**config.mk**
```make
export PLATFORM = sky130hd
export DESIGN_NAME = regfile_dump_reader
export DESIGN_NICKNAME = d
export VERILOG_FILES = /design/src/rtl/regfile_pkg.sv /design/src/rtl/regfile_dump_reader_stream_hold_reg.sv /design/src/rtl/regfile_dump_reader.sv
export SDC_FILE = /design/constraint.sdc
export NUM_CORES = 1
export LEC_CHECK = 0
export ABC_AREA = 1
export BUFFER_PORTS_ARGS = -buffer_cell sky130_fd_sc_hd__buf_2
export CORE_MARGIN = 5
export CORE_UTILIZATION = 45
export CTS_CLUSTER_DIAMETER = 60
export DETAILED_ROUTE_END_ITERATION = 7
export GPL_TIMING_DRIVEN = 0
export PLACE_DENSITY_LB_ADDON = 0.15
export SYNTH_ARGS = -nofsm -noshare
export SYNTH_HDL_FRONTEND = slang
export SYNTH_HIERARCHICAL = 1
export SYNTH_SLANG_ARGS = --single-unit
export TNS_END_PERCENT = 5
```
**constraint.sdc**
```tcl
create_clock -name clk -period 4.6 [get_ports clk]
set_clock_uncertainty 0.2 [all_clocks]
set_input_delay 0 -clock clk [delete_from_list [all_inputs] [get_ports clk]]
set_output_delay 0 -clock clk [all_outputs]
set_load 0.01 [all_outputs]
```
**src/rtl/regfile_pkg.sv**
```systemverilog
// Shared register-file definitions: widths, register count, the hardwired
// zero register index, address/data types and the dump reader state encoding.
package regfile_pkg;

   localparam int unsigned REG_DATA_W = 64;
   localparam int unsigned REG_ADDR_W = 5;
   localparam int unsigned NUM_REGS   = 32;
   localparam int unsigned ZERO_REG   = 31;

   typedef logic [REG_ADDR_W-1:0] reg_addr_t;
   typedef logic [REG_DATA_W-1:0] reg_data_t;

   // Explicit 3-bit encoding keeps state values stable for waveform/debug tools.
   typedef enum logic [2:0] {
      IDLE = 3'd0,
      REQ  = 3'd1,
      READ = 3'd2,
      SEND = 3'd3,
      DONE = 3'd4
   } dump_state_t;

   // Number of beats a dump over [first, last] produces.
   function automatic int unsigned dump_beats(input int unsigned first,
                                              input int unsigned last);
      return last - first + 1;
   endfunction

endpackage : regfile_pkg

```
**src/rtl/regfile_dump_reader_stream_hold_reg.sv**
```systemverilog
// Single-entry output holding register for the dump stream.
// Ports:
//   clk, reset        clock and asynchronous active-high reset
//   load              capture in_data/in_idx/in_last and raise valid
//   accept            downstream took the beat; drop valid
//   in_data/in_idx/in_last   beat payload to capture
//   valid/data/idx/last      registered beat presented downstream
// The payload only changes on load, so it stays stable under backpressure.
module stream_hold_reg #(
   parameter int unsigned DATA_W = 64,
   parameter int unsigned ADDR_W = 5
) (
   input  logic              clk,
   input  logic              reset,
   input  logic              load,
   input  logic              accept,
   input  logic [DATA_W-1:0] in_data,
   input  logic [ADDR_W-1:0] in_idx,
   input  logic              in_last,
   output logic              valid,
   output logic [DATA_W-1:0] data,
   output logic [ADDR_W-1:0] idx,
   output logic              last
);

   // Load wins over accept; the controller never asserts both together.
   always_ff @(posedge clk or posedge reset) begin
      if (reset) begin
         valid <= 1'b0;
         data  <= '0;
         idx   <= '0;
         last  <= 1'b0;
      end else if (load) begin
         valid <= 1'b1;
         data  <= in_data;
         idx   <= in_idx;
         last  <= in_last;
      end else if (accept) begin
         valid <= 1'b0;
      end
   end

endmodule : stream_hold_reg

```
**src/rtl/regfile_dump_reader.sv**
```systemverilog
// Sequential register-file dump reader. On start it borrows one regfile read
// port, reads indices FIRST_REG..LAST_REG in ascending order and streams each
// value with its index on a valid/ready interface. Read-only.
// Ports:
//   clk, reset            clock and asynchronous active-high reset
//   start                 dump request, sampled only while idle
//   portReq / portGrant   read-port ownership handshake with the datapath
//   rdReg / rdData        regfile read address and combinational read data
//   outValid / outReady   stream handshake
//   outData / outIdx      register value and its index
//   outLast               marks the LAST_REG beat
//   busy                  high whenever a dump is in progress
//   done                  one-cycle pulse after the last beat is accepted
module regfile_dump_reader
   import regfile_pkg::*;
#(
   parameter int unsigned DATA_W    = REG_DATA_W,
   parameter int unsigned ADDR_W    = REG_ADDR_W,
   parameter int unsigned FIRST_REG = 0,
   parameter int unsigned LAST_REG  = NUM_REGS - 1
) (
   input  logic              clk,
   input  logic              reset,
   input  logic              start,
   output logic              portReq,
   input  logic              portGrant,
   output logic [ADDR_W-1:0] rdReg,
   input  logic [DATA_W-1:0] rdData,
   output logic              outValid,
   input  logic              outReady,
   output logic [DATA_W-1:0] outData,
   output logic [ADDR_W-1:0] outIdx,
   output logic              outLast,
   output logic              busy,
   output logic              done
);

   localparam logic [ADDR_W-1:0] FIRST_IDX = ADDR_W'(FIRST_REG);
   localparam logic [ADDR_W-1:0] LAST_IDX  = ADDR_W'(LAST_REG);

   dump_state_t       state;
   dump_state_t       state_n;
   logic [ADDR_W-1:0] idx;
   logic [ADDR_W-1:0] idx_n;
   logic              load;
   logic              accept;
   logic              idx_is_last;

   assign idx_is_last = (idx == LAST_IDX);

   // Next-state, index and capture decode.
   always_comb begin
      state_n = state;
      idx_n   = idx;
      load    = 1'b0;
      accept  = 1'b0;
      case (state)
         IDLE: begin
            if (start) begin
               state_n = REQ;
               idx_n   = FIRST_IDX;
            end
         end
         REQ: begin
            if (portGrant) begin
               state_n = READ;
            end
         end
         READ: begin
            // Grant loss sends us back to REQ without touching idx, so the
            // same register is re-read once the port is returned.
            if (portGrant) begin
               load    = 1'b1;
               state_n = SEND;
            end else begin
               state_n = REQ;
            end
         end
         SEND: begin
            accept = outValid && outReady;
            if (accept) begin
               // Terminal check precedes the increment, so idx never wraps.
               if (outLast) begin
                  state_n = DONE;
               end else begin
                  idx_n   = idx + ADDR_W'(1);
                  state_n = REQ;
               end
            end
         end
         DONE: begin
            state_n = IDLE;
         end
         default: begin
            state_n = IDLE;
         end
      endcase
   end

   // State, index and registered control outputs, all decoded from next state.
   always_ff @(posedge clk or posedge reset) begin
      if (reset) begin
         state   <= IDLE;
         idx     <= FIRST_IDX;
         portReq <= 1'b0;
         rdReg   <= '0;
         busy    <= 1'b0;
         done    <= 1'b0;
      end else begin
         state   <= state_n;
         idx     <= idx_n;
         portReq <= (state_n == REQ) || (state_n == READ);
         busy    <= (state_n != IDLE);
         done    <= (state_n == DONE);
         // Address is presented for the whole READ cycle so the combinational
         // rdData is valid at the capture edge.
         if (state_n == READ) begin
            rdReg <= idx_n;
         end
      end
   end

   // Output beat register; outValid comes straight from a flop.
   stream_hold_reg #(
      .DATA_W (DATA_W),
      .ADDR_W (ADDR_W)
   ) u_hold (
      .clk     (clk),
      .reset   (reset),
      .load    (load),
      .accept  (accept),
      .in_data (rdData),
      .in_idx  (idx),
      .in_last (idx_is_last),
      .valid   (outValid),
      .data    (outData),
      .idx     (outIdx),
      .last    (outLast)
   );

endmodule : regfile_dump_reader

```
---- Word level (Yosys, flattened, before mapping) ----
Index checks and enable logic that the tools add are counted.
operators by class
  add/sub/neg operators ................... 1
  equal/unequal tests ..................... 7
  mux-type cells .......................... 15
  reductions and logical operators ........ 5
operators by type and width
  kind                                                  count
  2-to-1 mux 5 bit                                      3
  2-to-1 mux 3 bit                                      4
  one-hot mux 3 bit (4 select lines)                    1
  one-hot mux 5 bit (2 select lines)                    1
  equality test 3 x 2 -> 1 bit (second input constant)  3
  equality test 3 x 1 -> 1 bit (second input constant)  2
  adder 5 x 1 -> 5 bit (second input constant)          1
  equality test 5 bit (second input constant)           1
  2-to-1 mux 1 bit                                      5
  equality test 3 bit (second input constant)           1
  zero test 3 bit                                       1
  nonzero test 3 bit                                    1
  2-to-1 mux 2 bit                                      1
  nonzero test 2 bit                                    1
  logical AND 1 bit                                     1
  logical OR 1 bit                                      1
storage, ports and cells
  bits in registers ....................... 87
  input port bits ......................... 69
  output and inout port bits .............. 79
  word-level logic and storage cells ...... 38

---- Logic depth before layout (Yosys ltp) ----
Gate-level depths: netlist of the first run.
  depth after elaboration ................. 5
  depth in mapped cells ................... 10
  mapped depth without buffers ............ 10

---- Modules after synthesis ----
The synthesis of the first run kept the hierarchy.
by module, submodules not included
  module               times used  cells each  area an instance (sq um)
  stream_hold_reg      1           301         2,712.6
  regfile_dump_reader  1           107         807.0

---- Least setup slack after synthesis of the first run ----
OpenSTA, ideal clock, no wires.
  path type ............................... register -> register
  from .................................... reg idx[0] (netlist name)
  to ...................................... reg rdReg[4]
  library setup time ...................... 116 ps
  arrival time ............................ 1,264 ps
  required time ........................... 4,284 ps
  path slack .............................. 3,020 ps
  cell stages (with the launch flop) ...... 11
  buffers on the path ..................... 0
  period minus slack after synthesis ...... 1,580 ps
  cells stage by stage .................... dfrtp_1 ha_1 nand2_1 nor2_1 ha_1 inv_1 nand2_1 nand3_1 nand2_1 nand2_1 nand2_1
RTL lines
  item                  line                        RTL
  to (signal assigned)  regfile_dump_reader.sv:118  rdReg <= idx_n;
  to (decl)             regfile_dump_reader.sv:27   output logic [ADDR_W-1:0] rdReg,

---- Worst setup path after layout of the first run ----
  from .................................... reg state[2]
  to ...................................... reg state[1]
on the way
  cells in the longest elaborated chain, start to end .. 2
  elaborated cells between the ends (all ways) .. 5
RTL lines
  item                                                  line                        RTL
  from (decl)                                           regfile_dump_reader.sv:41   dump_state_t state;
  from (signal assigned)                                regfile_dump_reader.sv:110  state <= state_n;
  equality test 3 x 2 -> 1 bit (tied with other cells)  regfile_dump_reader.sv:57   case (state)
  one-hot mux 3 bit (4 select lines) *                  regfile_dump_reader.sv:57
  via state_n[1]                                        regfile_dump_reader.sv:42   dump_state_t state_n;
The timed path passes the listed nets; every way through them passes the cells marked *.
A chain may end at the register's enable or synchronous reset.

==> results of run 1 <==
## synth_stat cells, drive strengths merged
cell	number	area [µm²]
nand2	249	935
dfrtp	87	2180
inv	25	98.8
buf	15	124
nor2	14	70.1
nand3	8	45.0
nand4	3	18.8
o21ai	3	15.0
ha	2	25.0
a21oi	1	5.00
and2	1	6.26
## per-layer routing
layer | global-route usage, % | vias to the layer above | wire [µm]
met2 | 34.6 | 118 | 4940
met1 | 25.5 | 1535 | 4130
met3 | 4.10 | 13 | 526
li1 | - | 1678 | -
met4 | 6.83 | 0 | 175
met5 | 0 | - | 0
## critical path, stage by stage, from the launching register on
cell and delay (ps):
dfrtp_1 410, nor2_1 160, nand2_1 120, nor2_4 160
inv_2 100, nand3_2 80, dlygate4sd3_1 540
## cell type report
cell class	instances	area share, %
Multi-Input combinational cell	281	21.2
Timing Repair Buffer	216	27.0
Clock buffer	11	2.48
Inverter	25	1.92
Antenna cell	1	0.0473
Tap cell	102	2.41
Clock inverter	5	1.54
Sequential cell	87	41.1
Buffer	15	2.34
## registers in the layout, summed over array words and instances (netlist names)
register      flops
u_hold/valid      1
state             3
u_hold/last       1
rdReg             5
u_hold/data      64
busy              1
idx               5
u_hold/idx        5
done              1
portReq           1
## worst max path at each step
stage	start	to
after floorplan	reset	u_hold/data[0]
after global placement	reset	u_hold/data[59]
after detailed placement	idx[0]	rdReg[4]
after CTS	state[2]	state[1]
after global routing	state[2]	state[1]
final	state[2]	state[1]
## power groups by stage
| stage | logic (µW) | registers (µW) | clock network [µW] |
|---|---|---|---|
| floorplan | 471 | 1390 | 0 |
| global placement | 1060 | 1240 | 0 |
| detailed placement | 1090 | 1250 | 0 |
| CTS | 1140 | 1240 | 587 |
| global route | 1260 | 1290 | 618 |
| finish | 1140 | 1240 | 568 |
## repair_timing
action	4_1_cts	5_1_grt
hold endpoints to repair	161	0
hold buffers	69	0
setup endpoints to repair	0	0
## placed cells by master, fill, tap and decap left out
cell / n
nand2_1: 249
dlygate4sd3_1: 69
inv_2: 1
nor2_4: 2
inv_1: 22
nand3_2: 1
buf_2: 153
nand4_1: 3
clkinvlp_4: 1
a21oi_1: 1
inv_6: 2
diode_2: 1
inv_4: 1
buf_4: 2
buf_6: 7
o21ai_0: 3
clkbuf_1: 2
bufinv_16: 2
ha_1: 2
nor2_1: 11
dfrtp_1: 87
nand3_1: 7
clkbuf_8: 9
nor2_2: 1
and2_1: 1
clkinv_2: 1
## through the flow
step | hold WS (ps) | power, µW
finish | 91.1 | 2950
global route | 130 | 3160
CTS | 92.9 | 2970
detailed placement | -67.0 | 2340
global placement | -106 | 2310
floorplan | -286 | 1860
## cells by family after synthesis
kind of cell             count (synthesis)  share of synthesized area, %
AO/OA/AOI/OAI                            4                         0.569
adder cells (fa/ha/maj)                  2                         0.711
buffers and inverters                   40                          6.33
flip-flops                              87                          61.9
AND/OR/NAND/NOR                        275                          30.5
==> flow_summary.toml, run 1 <==
[status]
outcome = "finished clean"

[worst_hold_path]
hold_class = "in -> async"

[timing]
fin_crit_sh_pct = 39.6
worst_pin_slew_ps = 858
setup_ws_ps = 2780
drv_slew = 0
max_freq_ghz = 0.549
rsz0062_at_grt = "no"
slew-limit-headroom_pct = 42.8
fin_tns_setup_ps = 0
hold_viol_final = 0
fin_crit_ps = 1820
setup_viol = 0

[pwr]
p_int_uw = 1860
power.switching_uw = 1090
swShare_pct = 37.0
p_per_area_nw_per_um2 = 557
power_frac_comb_pct = 38.5
clockPowerShare_pct = 19.3
leakage_uw = 0.00310
p_seq_share_pct = 42.2
peakVddDrop_mv = 0.292

[grt]
grt_max_degree = 72
overflow = 0
grtUsageTotal_pct = 20.2
grt_first_pass_wirelength_um = 15900
grt_pass1_vias = 3323
antenna_found_initial = 0

[logic_synthesis]
synth_fp_nets = 479
syn_area_per_cell_um2 = 8.63
syn_area_um2 = 3520
synth-seq-cells = 87
synth_cells = 408
yosysWarnings = 6
synth.distinct_cells = 18
yosysSeqAreaShare_pct = 61.9

[final_layout]
fillers = 626
final_design_area_no_fill_um2 = 5290
finalNetCount = 706
area_growth_pct = 50.3
final_util_pct = 68.8
ff_latch_area_um2 = 2180
instances_no_fill = 743
multi_input_comb_area_um2 = 1120
drive_gt1_share_pct = 28.6

[clock_tree]
path_clk_slew_ps = 80
cts.sinks = 87
worstSkewPairLatency_ps = 340
htreeDepth = 3
cts_made_buffers = 9
clockBufferDepth = 2
root_buffer = "clkbuf_8"
postCtsSetupBuffers = 0
cts-resized-gates = 0
cts_tree = "done"

[setup_path]
reg2reg_to = "state[1]"
worstPathRequired_ps = 4680
ff2ff_setup_slack_ps = 2780
arrival_ps = 1900
rr_worst_depth = 6
critical_path_class = "reg -> reg"
cp-start-kind = "flop"
worstSetupEndpointType = "flop"
rr_startpoint = "state[2]"
crit_path_max_fanout = 7

[drt]
vias = 3344
wirelength_um = 9780
via_per_inst = 4.50
dr.pass1.iters = 5
drc = 0
drt-initial-drc-count = 91
drtAntennaViolNets = 0
wl_per_cell_um = 13.2

[placement]
dp_cells = 657
place_ws_ps = 2900
dpl.hpwl_um = 6470
place_congestion = 0.852
portBuffers = 147
dpl_cell_area_um2 = 4390

[die]
core_area_um2 = 7690
fp.dieH_um = 98.4
start_util_pct = 45.8
dieArea_um2 = 9690
die_w_um = 98.4
ios = 148
rows = 32

[flow_run]
cap_violations = 0
Note: power is estimated with default switching activity, not from simulation.
==> inputs of run 2 (changes only) <==
Settings changed: ABC_AREA 1 to 0.
Clock period 4.6 ns to 1.9 ns, I/O delays scaled along.
==> run 2 against run 1 <==
Maximum frequency grew 0.83%. Sequential cell count unchanged. Register-to-register slack lost 2700 ps. Area after synthesis rose by 7.5%. Wire length is 6.4% lower. Clock power rose by 110%. Clock-buffer cell count fell by 1. Critical endpoint is now u_hold/idx[3]. Largest power group is now combinational logic.
==> flow_summary.toml, run 2 <==
[status]
outcome = "finished clean"

[timing]
worst_pin_slew_ps = 700
fin_tns_setup_ps = 0
setup_ws_ps = 95.2
fin_crit_ps = 1800
drv_slew = 0
slew-limit-headroom_pct = 53.2
max_freq_ghz = 0.554
holdWs_ps = 117
setup_viol = 0
rsz0062_at_grt = "no"
hold_viol_final = 0
fin_crit_sh_pct = 95.0

[placement]
dpl.hpwl_um = 6090
place_ws_ps = 46.7
place_congestion = 0.772
dp_cells = 479
portBuffers = 147

[setup_path]
critical_path_class = "reg -> reg"
worstSetupEndpointType = "flop"
arrival_ps = 1830
crit_path_max_fanout = 10
cp-start-kind = "flop"
worstPathRequired_ps = 1930

[logic_synthesis]
synth_top_area_cell = "dfrtp_1"
synthTopCellsByArea = "dfrtp_1, mux2_4, buf_12, mux2_2, nand2_1"
synthTopCellsByCount = "dfrtp_1, mux2_4, nand2_1"
synth_top_area_share_pct = 57.5
synthArstFlopShare_pct = 100
ys.flop_type = "dfrtp_1"
synth_cells = 226
syn_area_um2 = 3780
syn_area_per_cell_um2 = 16.7
yosysMostFrequentCell = "dfrtp_1"
synth_fp_nets = 297
synthSimpleGateAreaFrac_pct = 5.39
synth_top_family_by_area = "multiplexers"
synth-compound-area-share_pct = 2.55
synth-seq-cells = 87
synth_edf_count = 0
yosysSeqAreaShare_pct = 57.5
synthAdderAreaFrac_pct = 0.661
yosysWarnings = 6
synth_xor_area_share_pct = 0.231
synth.distinct_cells = 33
muxShareOfSynthArea_pct = 28.8

[final_layout]
area_growth_pct = 47.2
final_common_cell = "buf_2"
largest_register_ffs = 64
antenna_cells = 0
drive_gt1_share_pct = 56.5
top_register = "u_hold/data"
instances_no_fill = 565
fillers = 594
finalNetCount = 526
final_cell_mix = "buf_2, dfrtp_1, dlygate4sd3_1, mux2_4, clkbuf_8"

[die]
fp.dieH_um = 102
dieArea_um2 = 10300
start_util_pct = 46.1
ios = 148
rows = 33
die_w_um = 102
core_area_um2 = 8220

[grt]
grt_first_pass_wirelength_um = 14400
grt_max_degree = 43
grtUsageTotal_pct = 17.9
antenna_found_initial = 0
grt_pass1_vias = 2917
overflow = 0

[pwr]
peakVddDrop_mv = 0.692
leakage_uw = 0.00282
p_per_area_nw_per_um2 = 1390

[drt]
wl_per_cell_um = 16.2
wirelength_um = 9150
drtAntennaViolNets = 0
dr.pass1.iters = 4
vias = 2667
drt-initial-drc-count = 32
drc = 0
via_per_inst = 4.72

[clock_tree]
htreeDepth = 3
path_clk_slew_ps = 90
clockBufferDepth = 2
cts_made_buffers = 9
worstSkewPairLatency_ps = 350
root_buffer = "clkbuf_8"
cts_tree = "done"
cts.sinks = 87

[worst_hold_path]
hold_class = "in -> async"

[flow_run]
cap_violations = 0
[run 2: changes by cell type after synthesis, sizes merged, moves of 4 or more]
cell	before	now
nand2	249	8
mux2	0	72
inv	25	4
buf	15	10
and3	0	4
nor2	14	6
[run 2: power by group]
part	switching, µW	total (µW)	internal, µW	leakage, µW
sequential	456	3120	2670	0.00107
clock	691	1220	527	0.0000870
combinational	1410	3420	2010	0.00166
[run 2: timing repair]
action,CTS,global route
setup buffers,0,1
endpoints found under the hold margin,123,0
setup endpoints to repair,0,69
hold buffers,69,0
gates resized for setup,0,2
[run 2: kinds of logic after synthesis]
family,after synthesis
DFF,87
xor gates and xnor gates,1
AOI/OAI and AO/OA,14
muxes,74
buffers and inverters,15
and+or+nand+nor,33
adders and majority gates,2
[run 2: metrics by stage]
| stage | cell area [µm²] | utilization (%) | power [µW] |
|---|---|---|---|
| detailed placement | 4680 | 56.9 | 6450 |
| finish | 5570 | 67.8 | 7760 |
| CTS | 5560 | 67.6 | 7840 |
| global route | 5570 | 67.8 | 8240 |
| global placement | 4660 | 56.7 | 6380 |
| floorplan | 3790 | - | 5260 |
[run 2: final timing paths]
check	to	slack (ps)	cells past startpoint	start
min in group clk	u_hold/data[62]	200	3	rdData[62]
worst min-delay path	rdReg[2]	120	3	reset
worst max register to register	u_hold/idx[3]	100	5	state[0]
max in group asynchronous	u_hold/data[42]	750	4	reset
worst min register to register	rdReg[0]	280	2	rdReg[0]
worst max-delay path	u_hold/idx[3]	100	5	state[0]
[run 2: cell type report]
type                    count  area, µm²  share of cell area [%]
clock buffers              10        138                    2.47
inverters                   4       18.8                   0.337
repair buffers            218       1450                    26.1
plain buffers              11        171                    3.08
clock inverters             6       51.3                   0.921
flip-flops and latches     87       2180                    39.1
multi-input cells         124       1430                    25.7
well taps                 105        131                    2.36
[run 2: critical path: stages (launching register included)]
cell and delay (ps):
dfrtp_1 400, buf_2 190, nor3_2 170, clkbuf_8 240, buf_12 170, mux2_4 310
[run 2: layer usage]
layer	GRT usage, %	vias to the layer above	wire length (µm)
met5	0	-	0
met4	6.34	0	144
met3	3.31	14	493
met2	31.1	90	4580
met1	22.3	1313	3920
li1	-	1250	-
